[config.mk]
export PLATFORM = sky130hd
export DESIGN_NAME = hamming_decoder64_pipe
export DESIGN_NICKNAME = d
export VERILOG_FILES = /design/src/rtl/hamming_decoder64_pipe.sv
export SDC_FILE = /design/constraint.sdc
export NUM_CORES = 1
export LEC_CHECK = 0
export ABC_AREA = 0
export CAP_MARGIN = 25
export CELL_PAD_IN_SITES_DETAIL_PLACEMENT = 0
export CELL_PAD_IN_SITES_GLOBAL_PLACEMENT = 1
export CORE_MARGIN = 3
export CORE_UTILIZATION = 42
export CTS_CLUSTER_SIZE = 28
export DETAILED_ROUTE_END_ITERATION = 10
export GPL_ROUTABILITY_DRIVEN = 1
export GPL_TIMING_DRIVEN = 0
export PLACE_DENSITY_LB_ADDON = 0.1
export SYNTH_ARGS = -nofsm -noshare
export SYNTH_HDL_FRONTEND = slang
export SYNTH_SLANG_ARGS = --single-unit
[constraint.sdc]
create_clock -name clk -period 11.5 [get_ports clk]
set_input_delay 3.45 -clock clk [delete_from_list [all_inputs] [get_ports clk]]
set_output_delay 3.45 -clock clk [all_outputs]
set_load 0.1 [all_outputs]
[src/rtl/hamming_decoder64_pipe.sv]
// rtl/hamming_decoder64_pipe.sv - two-stage SECDED decoder for 72-bit Hamming codewords, saturating error counters
// Optional syndrome_out/ovp_out observation ports: HAMMING_DEC_SYNDROME_OUT_EN
module hamming_decoder64_pipe #(
    parameter int CNT_W = 16
) (
    input  logic             clk,
    input  logic             rst,
    input  logic             in_valid,
    output logic             in_ready,
    input  logic [71:0]      codeword_in,
    output logic             out_valid,
    input  logic             out_ready,
    output logic [63:0]      data_out,
    output logic             err_corrected,
    output logic             err_uncorrectable,
    input  logic             cnt_clr,
    output logic [CNT_W-1:0] corr_cnt,
    output logic [CNT_W-1:0] uncorr_cnt
`ifdef HAMMING_DEC_SYNDROME_OUT_EN
    ,
    output logic [6:0]       syndrome_out,
    output logic             ovp_out
`endif
);

    function automatic logic [71:0] syn_mask(input int k);
        logic [71:0] m;
        m = '0;
        for (int i = 1; i < 72; i++) begin
            if (((i >> k) & 1) == 1) begin
                m = m | (72'd1 << i);
            end
        end
        return m;
    endfunction

    function automatic int data_pos(input int d);
        int n;
        int pos;
        n   = 0;
        pos = 0;
        for (int p = 3; p < 72; p++) begin
            if ((p & (p - 1)) != 0) begin
                if (n == d) begin
                    pos = p;
                end
                n++;
            end
        end
        return pos;
    endfunction

    logic             w_en;
    logic [6:0]       w_syn;
    logic             w_ovp;
    logic [63:0]      w_raw;
    logic [63:0]      w_data;
    logic             w_corr;
    logic             w_uncorr;
    logic             w_flip;

    logic             r_s1_valid;
    logic [63:0]      r_s1_raw;
    logic [6:0]       r_s1_syn;
    logic             r_s1_ovp;

    logic             r_out_valid;
    logic [63:0]      r_data;
    logic             r_corr;
    logic             r_uncorr;
    logic [CNT_W-1:0] r_corr_cnt;
    logic [CNT_W-1:0] r_uncorr_cnt;

    assign w_en     = !r_out_valid || out_ready;
    assign in_ready = w_en;

    for (genvar k = 0; k < 7; k++) begin : g_syn
        localparam logic [71:0] MASK = syn_mask(k);
        assign w_syn[k] = ^(codeword_in & MASK);
    end

    assign w_ovp = ^codeword_in;

    // Check-bit positions are fully summarised by syndrome/ovp, so only data positions travel on.
    for (genvar d = 0; d < 64; d++) begin : g_data
        localparam int          POS   = data_pos(d);
        localparam logic [6:0]  POS_7 = 7'(POS);
        assign w_raw[d]  = codeword_in[POS];
        assign w_data[d] = r_s1_raw[d] ^ (w_flip && (r_s1_syn == POS_7));
    end

    always_ff @(posedge clk or posedge rst) begin
        if (rst) begin
            r_s1_valid <= 1'b0;
            r_s1_raw   <= '0;
            r_s1_syn   <= '0;
            r_s1_ovp   <= 1'b0;
        end else if (w_en) begin
            r_s1_valid <= in_valid;
            r_s1_raw   <= w_raw;
            r_s1_syn   <= w_syn;
            r_s1_ovp   <= w_ovp;
        end
    end

    always_comb begin
        w_corr   = 1'b0;
        w_uncorr = 1'b0;
        w_flip   = 1'b0;
        if (r_s1_syn == 7'd0) begin
            w_corr = r_s1_ovp;
        end else if (!r_s1_ovp || (r_s1_syn >= 7'd72)) begin
            w_uncorr = 1'b1;
        end else begin
            w_corr = 1'b1;
            w_flip = 1'b1;
        end
    end

    always_ff @(posedge clk or posedge rst) begin
        if (rst) begin
            r_out_valid <= 1'b0;
            r_data      <= '0;
            r_corr      <= 1'b0;
            r_uncorr    <= 1'b0;
        end else if (w_en) begin
            r_out_valid <= r_s1_valid;
            r_data      <= w_data;
            r_corr      <= r_s1_valid && w_corr;
            r_uncorr    <= r_s1_valid && w_uncorr;
        end
    end

    always_ff @(posedge clk or posedge rst) begin
        if (rst) begin
            r_corr_cnt   <= '0;
            r_uncorr_cnt <= '0;
        end else if (cnt_clr) begin
            r_corr_cnt   <= '0;
            r_uncorr_cnt <= '0;
        end else if (w_en && r_s1_valid) begin
            if (w_corr && (r_corr_cnt != {CNT_W{1'b1}})) begin
                r_corr_cnt <= r_corr_cnt + CNT_W'(1);
            end
            if (w_uncorr && (r_uncorr_cnt != {CNT_W{1'b1}})) begin
                r_uncorr_cnt <= r_uncorr_cnt + CNT_W'(1);
            end
        end
    end

`ifdef HAMMING_DEC_SYNDROME_OUT_EN
    logic [6:0] r_syn_out;
    logic       r_ovp_out;

    always_ff @(posedge clk or posedge rst) begin
        if (rst) begin
            r_syn_out <= '0;
            r_ovp_out <= 1'b0;
        end else if (w_en) begin
            r_syn_out <= r_s1_syn;
            r_ovp_out <= r_s1_ovp;
        end
    end

    assign syndrome_out = r_syn_out;
    assign ovp_out      = r_ovp_out;
`endif

    assign out_valid         = r_out_valid;
    assign data_out          = r_data;
    assign err_corrected     = r_corr;
    assign err_uncorrectable = r_uncorr;
    assign corr_cnt          = r_corr_cnt;
    assign uncorr_cnt        = r_uncorr_cnt;

endmodule

==> out/metrics.yaml <==
global_routing:
  overflow: 0
  use_met1: 0.3013
  grt.busiest_layer: "met2"
  met2_usage: 0.3798
  grt_pass1_wl_um: 41060
  grt_max_degree: 94
  antenna_found_initial: 0
  grt_pass1_vias: 7292
  grtUsageTotal: 0.2269
  grtUsageMet3: 0.04658
critical_path:
  critical-path-top-delay-family: "buffers and inverters"
  rrSetupSlack_ns: 8.77
  crit_chain: "clkdlybuf4s50_1 > nor2b_1 > buf_2 > inv_2 > clkbuf_1 > clkbuf_1 > clkdlybuf4s50_1"
  r2r-end: "r_s1_raw[2]"
  arrival_ns: 6.67
  required_ns: 8.05
  start_kind: "input port"
  r2r-start: "out_valid"
  crit_path_max_incr_delay_ns: 1.25
  r2r_cells: 7
  crit_path_max_fanout: 10
  end_kind: "output port"
  crit_type: "in -> out"
  path_buf_inv: 6
  critPathSlowestCell: "clkdlybuf4s50_1"
yosys:
  netlist.area_leader.share: 0.4793
  synth_commonest_cells: "nand2_1, dfrtp_1, xnor2_1"
  synth_seq_cells: 172
  ys_warn_count: 0
  netlist_area_mm2: 0.008980
  yosysMostFrequentCell: "nand2_1"
  synth_cell_types: 41
  synth_edf_count: 0
  avgSynthCellArea_um2: 9.007
  yosysSeqAreaShare: 0.4793
  yosysTopAreaCell: "dfrtp_1"
  post_synth_main_area_contributors: "dfrtp_1, xnor2_1, nand2_1"
  synth_nets: 1076
  syn_inst: 997
  ys_dominant_reg_cell: "dfrtp_1"
  synthArstFlopShare: 1.000
power_and_ir_drop:
  clkPwrFrac: 0.240
  ir_worst_vdd_mv: 0.1271
  power.total_mw: 2.398
  internal_power_mw: 1.343
  pwr_density_cell_mw_per_mm2: 204.9
  p_seq_frac: 0.321
  p_sw_mw: 1.055
  swShare: 0.4400
  cellLeakagePower_nw: 4.823
  p_comb_frac: 0.440
route:
  via_per_inst: 4.892
  drt-total-wl_um: 26130
  dr_total_vias: 7231
  drt_pass1_iterations: 7
  wl_per_cell_um: 17.68
  drtIter0Drc: 397
  ant_nets: 0
  drc: 0
final_layout:
  utilization: 0.5674
  finalNetCount: 1274
  area_growth_pct: 30.32
  drive_gt1_frac: 0.04391
sta:
  fmax_mhz: 98.78
  hold_viol: 0
  maxSlewHeadroom: 0.3144
  setup_tns_ns: 0
  fin_crit_ns: 10.12
  drv_slew: 0
  setup_viol: 0
  rsz0062_at_grt: "false"
  tightest_slew_ns: 1.025
  fin_skew_ns: 0.009455
  period_share: 0.8803
die:
  chipHeight_um: 152.2
  start_util: 0.4354
  fp-row-count: 52
  ioPinCount: 177
  dieArea_mm2: 0.02317
  die_w_um: 152.2
  core_mm2: 0.02062
clock_tree:
  clock-sinks: 172
  cts_root_buffer: "clkbuf_16"
  clk_pin_slew_worst_paths_ns: 0.06
  cts_buffer_depth: 2
  htreeDepth: 4
  cts_hold_buffers: 0
  cts_setup_buffers: 0
  cts_buffers: 17
  cts.repair.resized: 0
  worst_skew_pair.late_latency_ns: 0.43
  cts_tree: "done"
status:
  status: "finished, final reports clean"
min_path:
  worstHoldPathType: "reg -> reg"
  whs_path_depth: 2
  worstHoldStart: "data_out[42]"
  worstHoldEndpoint: "data_out[42]"
placement:
  hpwl_um: 19570
  place_congestion: 0.8758
  port_buffers: 176
job:
  drv_cap: 0
## worst reg2reg max path: cells and delay by family (launching register included)
family	cells	cell delay, ns
buffers and inverters	4	2.00
DFF	1	0.35
and+or+nand+nor	3	0.32
## cells in the final DEF (no fill, tap or decap), types with 5 or more instances in the layout
cell type,count
nand2_1,320
clkdlybuf4s50_1,176
dfrtp_1,172
xnor2_1,139
xor2_1,77
nor2_1,73
o21ai_0,59
clkbuf_1,36
clkbuf_16,17
nand3_1,13
a21oi_1,12
o21ai_1,10
and3_1,8
nand4_1,7
nor3_1,7
or3_1,6
nand2b_1,6
xnor2_2,6
buf_2,5
## power groups by stage
stage                     clock, mW  combinational [mW]  sequential, mW
final                         0.575                1.05           0.769
after global routing          0.611                1.12           0.781
after CTS                     0.583                1.06           0.769
after detailed placement          0                1.05           0.780
after global placement            0                1.04           0.778
after floorplan                   0               0.407            1.14
## layer usage
metal | vias to the layer above | part of all wire
met3 | 29 | 0.056
met1 | 3419 | 0.44
met2 | 224 | 0.48
li1 | 3559 | -
met5 | - | 0
met4 | 0 | 0.018
## state kept, by name, indices dropped and copies added, names as in the netlist
name and flops:
corr_cnt 16, data_out 64, err_corrected 1, err_uncorrectable 1, out_valid 1, r_s1_ovp 1, r_s1_raw 64, r_s1_syn 7
r_s1_valid 1, uncorr_cnt 16
## kinds of logic after synthesis
logic type / synth area share
AOI/OAI and AO/OA: 0.05044
DFF: 0.4793
buffers and inverters: 0.02104
adders and majority gates: 0.002786
muxes: 0.002229
and+or+nand+nor: 0.2183
xor gates and xnor gates: 0.2259
## how the worst max path moves through the flow
stage                    from      endpoint  slack, ns  depth (start not counted)
finish              out_ready      in_ready       1.38                          7
global route        out_ready      in_ready       1.32                          7
CTS                 out_ready      in_ready       1.37                          7
detailed placement  out_ready      in_ready       1.38                          7
global placement          rst  data_out[11]       0.80                          2
floorplan           out_ready      in_ready       3.08                          5
## layout make-up
class	instances	area, um^2
antenna	1	2.502
buffer	42	170.2
clock buffer	19	432.9
clock inverter	12	140.1
fill	1948	8922
inverter	5	26.28
multi-input combinational	778	4487
sequential	172	4304
tap	270	337.8
timing repair buffer	179	1802
## per-stage QoR
| stage | instances | hold WS (ns) | worst slack, ns | area, um^2 |
|---|---|---|---|---|
| 6_report | 1478 | 0.4771 | 1.376 | 11700 |
| 3_3_place_gp | 1443 | 0.4613 | 0.7961 | 11080 |
| 4_1_cts | 1476 | 0.4831 | 1.374 | 11700 |
| 2_1_floorplan | 997 | 0.4586 | 3.081 | 8980 |
| 3_5_place_dp | 1445 | 0.4690 | 1.384 | 11120 |
| 5_1_grt | 1477 | 0.4963 | 1.321 | 11700 |
Note: power is estimated with default switching activity, not from simulation.
